[config.mk]
export PLATFORM = sky130hd
export DESIGN_NAME = driver_teclado
export DESIGN_NICKNAME = d
export VERILOG_FILES = /design/src/rtl/drv_teclado_pkg.sv /design/src/rtl/teclado_decode.sv /design/src/rtl/driver_teclado.sv
export SDC_FILE = /design/constraint.sdc
export NUM_CORES = 1
export LEC_CHECK = 0
export CAP_MARGIN = 10
export CORE_MARGIN = 5
export CORE_UTILIZATION = 35
export DETAILED_ROUTE_END_ITERATION = 12
export GPL_ROUTABILITY_DRIVEN = 0
export GPL_TIMING_DRIVEN = 0
export PLACE_DENSITY = 0.59
export REMOVE_ABC_BUFFERS = 1
export SETUP_SLACK_MARGIN = 0.1
export SYNTH_ARGS = -nofsm -noshare
export SYNTH_HDL_FRONTEND = slang
export SYNTH_SLANG_ARGS = --single-unit
[constraint.sdc]
create_clock -name clk -period 3.9 [get_ports clk]
set_input_delay 0.585 -clock clk [delete_from_list [all_inputs] [get_ports clk]]
set_output_delay 0.585 -clock clk [all_outputs]
set_load 0.02 [all_outputs]
[src/rtl/drv_teclado_pkg.sv]
// Shared key codes, scan FSM states and the row/column -> key lookup for the keypad driver.
package drv_teclado_pkg;

  localparam logic [4:0] KEY_0    = 5'd0;
  localparam logic [4:0] KEY_1    = 5'd1;
  localparam logic [4:0] KEY_2    = 5'd2;
  localparam logic [4:0] KEY_3    = 5'd3;
  localparam logic [4:0] KEY_4    = 5'd4;
  localparam logic [4:0] KEY_5    = 5'd5;
  localparam logic [4:0] KEY_6    = 5'd6;
  localparam logic [4:0] KEY_7    = 5'd7;
  localparam logic [4:0] KEY_8    = 5'd8;
  localparam logic [4:0] KEY_9    = 5'd9;
  localparam logic [4:0] KEY_A    = 5'd10;
  localparam logic [4:0] KEY_B    = 5'd11;
  localparam logic [4:0] KEY_C    = 5'd12;
  localparam logic [4:0] KEY_D    = 5'd13;
  localparam logic [4:0] KEY_STAR = 5'd14;
  localparam logic [4:0] KEY_HASH = 5'd15;
  localparam logic [4:0] KEY_NONE = 5'd31;

  typedef enum logic [1:0] {
    ST_SCAN,
    ST_COUNT,
    ST_HELD
  } scan_state_t;

  // Row and column are zero-based indices into the 4x4 keypad layout.
  function automatic logic [4:0] key_lookup(input logic [1:0] row, input logic [1:0] column);
    logic [4:0] code;
    code = KEY_NONE;
    case ({row, column})
      4'h0: code = KEY_1;
      4'h1: code = KEY_2;
      4'h2: code = KEY_3;
      4'h3: code = KEY_A;
      4'h4: code = KEY_4;
      4'h5: code = KEY_5;
      4'h6: code = KEY_6;
      4'h7: code = KEY_B;
      4'h8: code = KEY_7;
      4'h9: code = KEY_8;
      4'hA: code = KEY_9;
      4'hB: code = KEY_C;
      4'hC: code = KEY_STAR;
      4'hD: code = KEY_0;
      4'hE: code = KEY_HASH;
      4'hF: code = KEY_D;
      default: code = KEY_NONE;
    endcase
    return code;
  endfunction

endpackage

[src/rtl/teclado_decode.sv]
// Combinational keypad decode: current column drive and row sense -> key code and valid flag.
module teclado_decode
  import drv_teclado_pkg::*;
#(
  parameter logic [3:0] col_3  = 4'b0100,
  parameter logic [3:0] fila_1 = 4'b0001,
  parameter logic [3:0] col_4  = 4'b1000,
  parameter logic [3:0] fila_2 = 4'b0010,
  parameter logic [3:0] fila_3 = 4'b0100,
  parameter logic [3:0] col_1  = 4'b0001,
  parameter logic [3:0] fila_4 = 4'b1000,
  parameter logic [3:0] col_2  = 4'b0010
) (
  input  logic [3:0] col,
  input  logic [3:0] fila,
  output logic [4:0] code,
  output logic       valid
);

  logic       row_hit;
  logic [1:0] row_idx;
  logic       col_hit;
  logic [1:0] col_idx;

  // Only an exact match against one row code counts; multi-row presses fall through as invalid.
  always_comb begin
    row_hit = 1'b1;
    row_idx = 2'd0;
    if (fila == fila_1) begin
      row_idx = 2'd0;
    end else if (fila == fila_2) begin
      row_idx = 2'd1;
    end else if (fila == fila_3) begin
      row_idx = 2'd2;
    end else if (fila == fila_4) begin
      row_idx = 2'd3;
    end else begin
      row_hit = 1'b0;
    end

    col_hit = 1'b1;
    col_idx = 2'd0;
    if (col == col_1) begin
      col_idx = 2'd0;
    end else if (col == col_2) begin
      col_idx = 2'd1;
    end else if (col == col_3) begin
      col_idx = 2'd2;
    end else if (col == col_4) begin
      col_idx = 2'd3;
    end else begin
      col_hit = 1'b0;
    end

    valid = row_hit && col_hit;
    code  = valid ? key_lookup(row_idx, col_idx) : KEY_NONE;
  end

endmodule

[src/rtl/driver_teclado.sv]
// 4x4 keypad scanner: rotates the column drive, holds it while a row is active, reports new presses.
// Optional debounce window enabled with `define DRV_TECLADO_DEBOUNCE_EN.
module driver_teclado
  import drv_teclado_pkg::*;
#(
  parameter logic [3:0] col_3  = 4'b0100,
  parameter logic [3:0] fila_1 = 4'b0001,
  parameter logic [3:0] col_4  = 4'b1000,
  parameter logic [3:0] fila_2 = 4'b0010,
  parameter logic [3:0] fila_3 = 4'b0100,
  parameter logic [3:0] col_1  = 4'b0001,
  parameter logic [3:0] fila_4 = 4'b1000,
  parameter logic [3:0] col_2  = 4'b0010,
  parameter int          DEBOUNCE_CYCLES = 4
) (
  input  logic       clk,
  input  logic       rst,
  input  logic [3:0] fila,
  output logic [3:0] col,
  output logic [4:0] digito,
  output logic       cambio_digito
);

`ifdef DRV_TECLADO_DEBOUNCE_EN
  localparam int DEB_TARGET = (DEBOUNCE_CYCLES < 1) ? 1 : DEBOUNCE_CYCLES;
`else
  localparam int DEB_TARGET = 1;
`endif

  // Counter is sized for the configured window in both builds so its reset value is always defined.
  localparam int CNT_W = $clog2(DEBOUNCE_CYCLES + 2);

  logic [3:0]       col_q       = col_1;
  logic [4:0]       digito_q    = KEY_NONE;
  logic             cambio_q    = 1'b0;
  scan_state_t      state_q     = ST_SCAN;
  logic [CNT_W-1:0] cnt_q       = '0;
  logic [3:0]       last_fila_q = 4'b0000;

  logic [4:0] key_code;
  logic       key_valid;

  teclado_decode #(
    .col_3  (col_3),
    .fila_1 (fila_1),
    .col_4  (col_4),
    .fila_2 (fila_2),
    .fila_3 (fila_3),
    .col_1  (col_1),
    .fila_4 (fila_4),
    .col_2  (col_2)
  ) u_decode (
    .col   (col_q),
    .fila  (fila),
    .code  (key_code),
    .valid (key_valid)
  );

  function automatic logic [3:0] next_col(input logic [3:0] c);
    logic [3:0] n;
    if (c == col_1) begin
      n = col_2;
    end else if (c == col_2) begin
      n = col_3;
    end else if (c == col_3) begin
      n = col_4;
    end else begin
      n = col_1;
    end
    return n;
  endfunction

  // ST_SCAN means fila was 0 on the previous edge; any nonzero fila freezes the column until release.
  always_ff @(posedge clk) begin
    if (rst) begin
      col_q       <= col_1;
      digito_q    <= KEY_NONE;
      cambio_q    <= 1'b0;
      state_q     <= ST_SCAN;
      cnt_q       <= '0;
      last_fila_q <= 4'b0000;
    end else begin
      cambio_q <= 1'b0;
      if (fila == 4'b0000) begin
        col_q   <= next_col(col_q);
        state_q <= ST_SCAN;
        cnt_q   <= '0;
      end else begin
        case (state_q)
          ST_SCAN: begin
            if (key_valid) begin
              last_fila_q <= fila;
              if (DEB_TARGET == 1) begin
                digito_q <= key_code;
                cambio_q <= 1'b1;
                cnt_q    <= '0;
                state_q  <= ST_HELD;
              end else begin
                cnt_q   <= CNT_W'(1);
                state_q <= ST_COUNT;
              end
            end else begin
              state_q <= ST_HELD;
            end
          end
          ST_COUNT: begin
            if (key_valid && (fila == last_fila_q)) begin
              if (int'(cnt_q) + 1 >= DEB_TARGET) begin
                digito_q <= key_code;
                cambio_q <= 1'b1;
                cnt_q    <= '0;
                state_q  <= ST_HELD;
              end else begin
                cnt_q <= cnt_q + 1'b1;
              end
            end else if (key_valid) begin
              last_fila_q <= fila;
              cnt_q       <= CNT_W'(1);
            end else begin
              cnt_q   <= '0;
              state_q <= ST_HELD;
            end
          end
          default: begin
            state_q <= ST_HELD;
          end
        endcase
      end
    end
  end

  assign col           = col_q;
  assign digito        = digito_q;
  assign cambio_digito = cambio_q;

endmodule

==> flow_summary.toml, run 1 <==
[worst_hold_path]
min_path_type = "reg2reg"

[clocking]
tritoncts = "built"
clk_latency_ns = 0.27
clock_sinks = 11
ctsResizeCount = 0
postCtsSetupBuffers = 0
clockBufferDepth = 2
ctsHoldBuffers = 0
h-tree-depth = 1
cts_root_buf = "clkbuf_4"
cts.clk_slew.worst_paths_ns = 0.06
cts_buffers = 3

[global_route]
grt_max_degree = 17
grt-ovfl-total = 0
grt_pass1_wl_mm = 2.76
antenna_found_initial = 0
grt_pass1_vias = 616
grtUsageTotal_pct = 10.8

[sta]
post-route-period-util_pct = 62.1
finalClockSkew_ns = 0.00962
hold_viol_final = 0
slew_headroom_pct = 60.2
tightest_slew_ns = 0.588
min_period_ns = 2.42
setup_viol = 0
fmax_mhz = 413
rsz0062_at_grt = "no"
drv_slew = 0
fin_setup_tns_ns = 0

[power]
pwr-share-comb_pct = 21.4
sw_frac_of_total_pct = 28.6
p_int_uw = 183
power.share.sequential_pct = 47.8
power_density_nw_per_um2 = 277
ir_drop_mv = 0.161
clockPowerShare_pct = 30.8
p_switching_uw = 73.3
p_leak_nw = 0.345

[die]
start_util_pct = 37.6
ioPinCount = 16
fp.dieW_microns = 56.6
die_h_microns = 56.6
rows = 16
coreArea_sq_um = 2020
die_area_sq_um = 3210

[setup_path]
cp.arrival_ns = 2.58
worst-setup-path-type = "in2reg"
cp-start-kind = "primary input"
critical_path_peak_fanout = 16
crit_path_end_kind = "register"
required_ns = 4.06

[synthesis]
synth_seq_cells = 11
synth.avg_cell_area_sq_um = 7.84
yosysTopAreaCell = "dfxtp_1"
ys_seq_area_share_pct = 28.9
ys_types = 38
syn_inst = 97
ys_top_cells_by_area = "dfxtp_1 (29%), nor2_1 (8.9%), ha_1 (6.6%)"
synth_top_area_share_pct = 28.9
yosysWarnings = 0
netlist_area_sq_um = 761

[final_layout]
drive_gt1_share_pct = 5.61
fin_util_pct = 45.7
syn2layout_area_growth_pct = 21.5
final.fill_count = 204
stdcell_count = 134
antenna_cells = 0
layout.nets = 118

[placement]
dp.cells = 130
portBuffers = 15
dp_hpwl_mm = 1.20

[route]
wl_mm = 1.65
vias = 705
first_iter_violations = 16
antenna_left = 0
viasPerCell = 5.26
drc = 0
wl_per_cell_microns = 12.3
drt_first_pass_iters = 4

[run]
max-cap-violations = 0

[outcome]
status = "complete, no violations"
[power by group through the flow]
stage	combinational [mW]	clock, mW	sequential, mW
6_report	0.0548	0.0788	0.122
3_3_place_gp	0.0544	0	0.125
2_1_floorplan	0.0228	0	0.131
3_5_place_dp	0.0547	0	0.125
5_1_grt	0.0596	0.0901	0.123
4_1_cts	0.0548	0.0816	0.122
[synthesized netlist by cell type (all sizes together)]
cell type,instances
nand2,5
nor3,4
inv,5
a211oi,1
and3,1
nor2,18
dfxtp,11
xnor2,2
or2,1
nor3b,1
o31ai,1
nand2b,1
nor4,1
o311ai,2
ha,4
mux2,1
o21ai,5
nand4,1
a21o,1
o221ai,1
o22ai,2
a21oi,3
a31oi,2
a22oi,1
a32oi,2
xor2,2
o211ai,1
nor4b,1
clkbuf,4
mux2i,1
o21a,1
nand3b,2
buf,5
a221o,2
and2,1
[flip-flops by register name, indices dropped and copies added (netlist names)]
register and flops:
cambio_digito 1, col 4, digito 5, state_q 1
[metrics by stage]
stage	power, mW	instance area, sq um	hold WS (ns)	worst slack [ns]
final	0.256	925	0.449	1.48
after global routing	0.273	925	0.482	1.41
after CTS	0.259	925	0.454	1.51
after detailed placement	0.180	898	0.439	1.23
after global placement	0.179	898	0.437	1.22
after floorplan	0.154	714	0.572	1.88
[worst paths after layout]
| path | from | end | slack, ns | cells after the start |
|---|---|---|---|---|
| worst max-delay path | fila[3] | digito[0] | 1.48 | 6 |
| worst min-delay path | digito[4] | digito[4] | 0.45 | 1 |
| worst max register to register | col[2] | digito[3] | 1.72 | 8 |
| worst min register to register | digito[4] | digito[4] | 0.45 | 1 |
[layout make-up]
cell class,count,area (sq um),share of cell area [%]
multi-input cells,72,475,51.4
flip-flops and latches,11,220,23.8
repair buffers,15,150,16.2
well taps,27,33.8,3.65
clock buffers,4,26.3,2.84
inverters,5,18.8,2.03
[layout by cell type, fill, tap and decap left out, types with 2 or more instances in the layout]
cell type,n
a21oi_1,3
o22ai_1,2
o311ai_1,2
xor2_1,2
o21ai_0,5
nand2_1,5
xnor2_1,2
nand3b_1,2
dfxtp_1,11
a221o_1,2
nor3_1,4
ha_1,4
nor2_1,18
a32oi_1,2
clkdlybuf4s50_1,15
inv_1,5
clkbuf_4,3
a31oi_1,2
[critical path: stages]
cell             delay, ns
clkdlybuf4s50_1       0.77
xor2_1                0.23
o21ai_0               0.10
o21a_1                0.23
or2_1                 0.30
a221o_1               0.36
[cells by family (layout without fill, tap and decap cells)]
family | Yosys count | count (layout) | share of synthesized area, %
DFF | 11 | 11 | 28.9
xor gates and xnor gates | 4 | 4 | 4.61
buffers and inverters | 14 | 24 | 8.55
muxes | 2 | 2 | 2.80
and+or+nand+nor | 37 | 37 | 25.7
adders and majority gates | 4 | 4 | 6.58
AOI/OAI and AO/OA | 25 | 25 | 22.9
[metal layers]
layer | global-route usage (%) | up-vias | part of all wire [%]
met3 | 5.05 | 2 | 8.3
met5 | 0 | - | 0
met4 | 3.05 | 0 | 0.79
met1 | 14.0 | 315 | 48
li1 | - | 362 | -
met2 | 15.8 | 26 | 43
No activity file was read; power rests on OpenSTA's default activity.
==> run 2, diff against run 1 <==
--- a/config.mk
+++ b/config.mk
@@ -11,7 +11,7 @@
 export DETAILED_ROUTE_END_ITERATION = 12
 export GPL_ROUTABILITY_DRIVEN = 0
 export GPL_TIMING_DRIVEN = 0
-export PLACE_DENSITY = 0.59
+export PLACE_DENSITY = 0.62
 export REMOVE_ABC_BUFFERS = 1
 export SETUP_SLACK_MARGIN = 0.1
 export SYNTH_ARGS = -nofsm -noshare
==> constraint.sdc (replaced) <==
create_clock -name clk -period 2 [get_ports clk]
set_input_delay 0.3 -clock clk [delete_from_list [all_inputs] [get_ports clk]]
set_output_delay 0.3 -clock clk [all_outputs]
set_load 0.02 [all_outputs]
==> run 2 against run 1 <==
Compared with the run above: power increased by 92%; critical path depth increased by 1; hold slack improved by 0.012 ns; non-clock buffer count increased by 2; via count increased by 2.1%; sequential power increased by 93%; cell area increased by 6.0%; combinational power increased by 100%; largest power group unchanged.
==> flow_summary.toml, run 2 (same netlist as run 1, synthesis figures left out) <==
[global_route]
grt_pass1_vias = 687
grt_max_degree = 17
antenna_found_initial = 0
grt-ovfl-total = 0
grtUsageTotal_pct = 11.3
grt_pass1_wl_mm = 2.90

[placement]
dp.cells = 130
dp_hpwl_mm = 1.20
place_ws_ns = -0.395
portBuffers = 15

[route]
viasPerCell = 5.29
drc = 0
vias = 720
first_iter_violations = 14
drt_first_pass_iters = 4
wl_mm = 1.68
wl_per_cell_microns = 12.3
antenna_left = 0

[power]
ir_drop_mv = 0.318
p_leak_nw = 0.374
power_density_nw_per_um2 = 502

[final_layout]
seq_area_sq_um = 233
drive_gt1_share_pct = 20.2
multiInputGateArea_sq_um = 510
layout.nets = 120
final_common_cell = "nor2_1"
final.fill_count = 210
stdcell_count = 136
antenna_cells = 0
syn2layout_area_growth_pct = 28.8
fin_util_pct = 48.5
most-common-layout-cells = "nor2_1 (16), clkdlybuf4s50_1 (12), dfxtp_1 (7)"
largest_reg_flops = 5

[clocking]
tritoncts = "built"
cts.clk_slew.worst_paths_ns = 0.07
clock_sinks = 11
clockBufferDepth = 2
ctsHoldBuffers = 0
cts_root_buf = "clkbuf_4"
h-tree-depth = 1
clk_latency_ns = 0.27
cts_buffers = 3

[die]
rows = 16
die_h_microns = 56.6
die_area_sq_um = 3210
coreArea_sq_um = 2020
start_util_pct = 37.6
fp.dieW_microns = 56.6
ioPinCount = 16

[sta]
setup_ws_ns = 0.224
hold_viol_final = 0
min_period_ns = 1.78
rsz0062_at_grt = "no"
post-route-period-util_pct = 88.8
setup_viol = 0
fin_setup_tns_ns = 0
drv_slew = 0
fmax_mhz = 563
slew_headroom_pct = 66.9
finalClockSkew_ns = 0.00727
tightest_slew_ns = 0.492

[outcome]
status = "complete, no violations"

[setup_path]
slowest_delay_ns = 0.41
critical_path_peak_fanout = 9
worst-path-buf-inv = 1
critical_path.top_delay_family = "compound AO/OA/AOI/OAI gates"
r2r.worst_path.cells = 7
crit_path_end_kind = "register"
required_ns = 2.15
cp.depth = 7
cp.arrival_ns = 1.93
path_cells = "xor2_2, and2_4, inv_1, ha_1, o31ai_2, a211oi_1, a221o_1"
cp-start-kind = "register"
slowest_stage = "dfxtp_4"
worst-setup-path-type = "reg2reg"

[run]
max-cap-violations = 0

[worst_hold_path]
whs_path_depth = 1
min_path_type = "reg2reg"
-- run 2: changes by cell type in the layout (fill, tap and decap cells not counted), moves of 2 or more --
cell and delta:
buf_4 +2, clkbuf_2 +2, clkdlybuf4s50_1 -3, dfxtp_1 -4, dfxtp_4 +3, nor2_1 -2, nor2_2 +2
-- run 2: worst register-to-register path, delay by kind of cell, from the launching register on --
kind / cells / cell delay (ns)
fa+ha+maj: 1 / 0.22
simple gates: 1 / 0.17
xor+xnor: 1 / 0.17
compound gates: 3 / 0.59
buf+inv: 1 / 0.09
flops: 1 / 0.41
-- run 2: cell type report --
type	instances	area share, %
flip-flops and latches	11	23.8
clock buffers	4	2.68
repair buffers	17	16.1
well taps	27	3.45
multi-input cells	72	52.1
inverters	5	1.92
-- run 2: routing by layer --
layer	wire (microns)	part of all wire [%]	track usage, %	vias up
li1	-	-	-	366
met1	775	46	12.8	331
met2	744	44	18.3	21
met3	150	8.9	5.96	2
met4	7	0.42	3.05	0
met5	0	0	0	-
-- run 2: repair_timing --
item                                    4_1_cts  5_1_grt
setup buffers                                 2        0
resized for setup                             9       13
endpoints found under the setup margin        5        4
pin swaps                                     1        0
-- run 2: path summary, 6_finish.rpt --
| kind | slack, ns | start | to |
|---|---|---|---|
| max | 0.22 | col[3] | digito[1] |
| min | 0.46 | digito[4] | digito[4] |
| min reg2reg | 0.46 | digito[4] | digito[4] |
| max reg2reg | 0.22 | col[3] | digito[1] |
-- run 2: per-stage QoR --
step | total power [mW] | hold WS [ns] | instance area [sq um]
floorplan | 0.300 | 0.372 | 714
global placement | 0.349 | 0.435 | 898
detailed placement | 0.350 | 0.445 | 898
CTS | 0.499 | 0.471 | 953
global route | 0.522 | 0.488 | 980
finish | 0.491 | 0.462 | 980
-- run 2: power by group --
group | internal, mW | switching, mW | leakage (nW) | total (mW)
Clock | 0.0771 | 0.0693 | 0.0150 | 0.146
Combinational | 0.0499 | 0.0605 | 0.267 | 0.110
Sequential | 0.227 | 0.00755 | 0.0921 | 0.235
Total | 0.354 | 0.137 | 0.374 | 0.491
==> run 3, diff against run 2 <==
--- a/config.mk
+++ b/config.mk
@@ -12,6 +12,7 @@
 export GPL_ROUTABILITY_DRIVEN = 0
 export GPL_TIMING_DRIVEN = 0
 export PLACE_DENSITY = 0.62
+export RECOVER_POWER = 50
 export REMOVE_ABC_BUFFERS = 1
 export SETUP_SLACK_MARGIN = 0.1
 export SYNTH_ARGS = -nofsm -noshare
==> run 3 against run 2 <==
Compared with the run above: cell area unchanged; sequential share of layout area unchanged; critical path depth down 2; via count down 0.14%; clock power barely moved; critical endpoint is now digito[0]; combinational power is essentially flat; non-clock buffer count stayed put.
==> flow_summary.toml, run 3 (same netlist as run 1, synthesis figures left out) <==
[final_layout]
fin_area_sq_um = 980
most-common-layout-cells = "nor2_1 (16), dlygate4sd3_1 (8), dfxtp_1 (7)"
largest_reg_flops = 5
antenna_cells = 0
drive_gt1_share_pct = 20.2
fin_util_pct = 48.5
stdcell_count = 136
final.fill_count = 210
layout.nets = 120
final_common_cell = "nor2_1"
syn2layout_area_growth_pct = 28.8

[route]
drc = 0
wl_per_cell_microns = 12.3
drt_first_pass_iters = 4
dr_wl_met2_microns = 744
wl_met1_microns = 776
wl_met3_microns = 150
antenna_left = 0
viasPerCell = 5.29
first_iter_violations = 15
highest_layer = "met4"
wl_mm = 1.68
vias = 719

[clocking]
clock_sinks = 11
cts.clk_slew.worst_paths_ns = 0.06
cts_buffers = 3
cts_root_buf = "clkbuf_4"
ctsHoldBuffers = 0
tritoncts = "built"
clockBufferDepth = 2
h-tree-depth = 1
clk_latency_ns = 0.27

[die]
die_area_sq_um = 3210
start_util_pct = 37.6
fp.dieW_microns = 56.6
die_h_microns = 56.6
rows = 16
coreArea_sq_um = 2020
ioPinCount = 16

[worst_hold_path]
holdCritStartpoint = "digito[4]"
min_path_type = "reg2reg"
whs_path_depth = 1

[power]
power_density_nw_per_um2 = 498
ir_drop_mv = 0.317
power_uw = 488
p_leak_nw = 0.370

[setup_path]
worst-setup-path-type = "in2reg"
cp.arrival_ns = 1.98
r2r-start = "col[3]"
startpoint = "fila[1]"
required_ns = 2.15
cp-start-kind = "primary input"
r2r.worst_path.cells = 7
critical_path_peak_fanout = 7
crit_path_end_kind = "register"

[outcome]
status = "complete, no violations"

[placement]
dp_hpwl_mm = 1.20
portBuffers = 15
place_area_sq_um = 898
dp.cells = 130

[sta]
tightest_slew_ns = 0.492
hold_viol_final = 0
slew_headroom_pct = 66.9
drv_slew = 0
setup_viol = 0
fmax_mhz = 546
post-route-period-util_pct = 91.5
finalClockSkew_ns = 0.00721
rsz0062_at_grt = "no"
min_period_ns = 1.83

[global_route]
grt_pass1_wl_mm = 2.90
grtUsageTotal_pct = 11.3
grt-ovfl-total = 0
grt_pass1_vias = 687
antenna_found_initial = 0
grt_max_degree = 17

[run]
max-cap-violations = 0
[run 3: through the flow]
step / setup WS, ns / setup TNS [ns] / hold slack, ns
floorplan: -0.0150 / -0.0150 / 0.372
global placement: -0.365 / -1.37 / 0.435
detailed placement: -0.395 / -1.50 / 0.445
CTS: 0.117 / 0 / 0.471
global route: 0.109 / 0 / 0.482
finish: 0.170 / 0 / 0.457
[run 3: layout make-up]
| type | instances | area (sq um) | share of cell area, % |
|---|---|---|---|
| inverter | 5 | 18.8 | 1.92 |
| timing repair buffer | 17 | 158 | 16.1 |
| tap | 27 | 33.8 | 3.45 |
| multi-input combinational | 72 | 510 | 52.1 |
| sequential | 11 | 233 | 23.8 |
| clock buffer | 4 | 26.3 | 2.68 |
[run 3: path summary, 6_finish.rpt]
| check | end | slack, ns |
|---|---|---|
| worst max register to register | digito[1] | 0.22 |
| worst min-delay path | digito[4] | 0.46 |
| worst min register to register | digito[4] | 0.46 |
| worst max-delay path | digito[0] | 0.17 |
[run 3: routing by layer]
metal  up-vias  track usage [%]
met4         0             3.05
met2        21             18.3
met3         2             5.96
li1        367                -
met1       329             12.8
met5         -                0
[run 3: repair_timing]
action	4_1_cts	5_1_grt
resized for setup	9	13
pin swaps	1	0
setup buffers	2	0
endpoints found under the setup margin	5	4
cloned	0	0
[run 3: report_power, final]
group	internal (mW)	switching, mW
Combinational	0.0464	0.0606
Sequential	0.227	0.00719
Clock	0.0771	0.0693
Total	0.351	0.137
[run 3: critical path, stage by stage]
cell and delay, ns:
dlygate4sd3_1 0.71, nand3b_1 0.17, o21a_1 0.18, or2_4 0.27
a221o_1 0.34
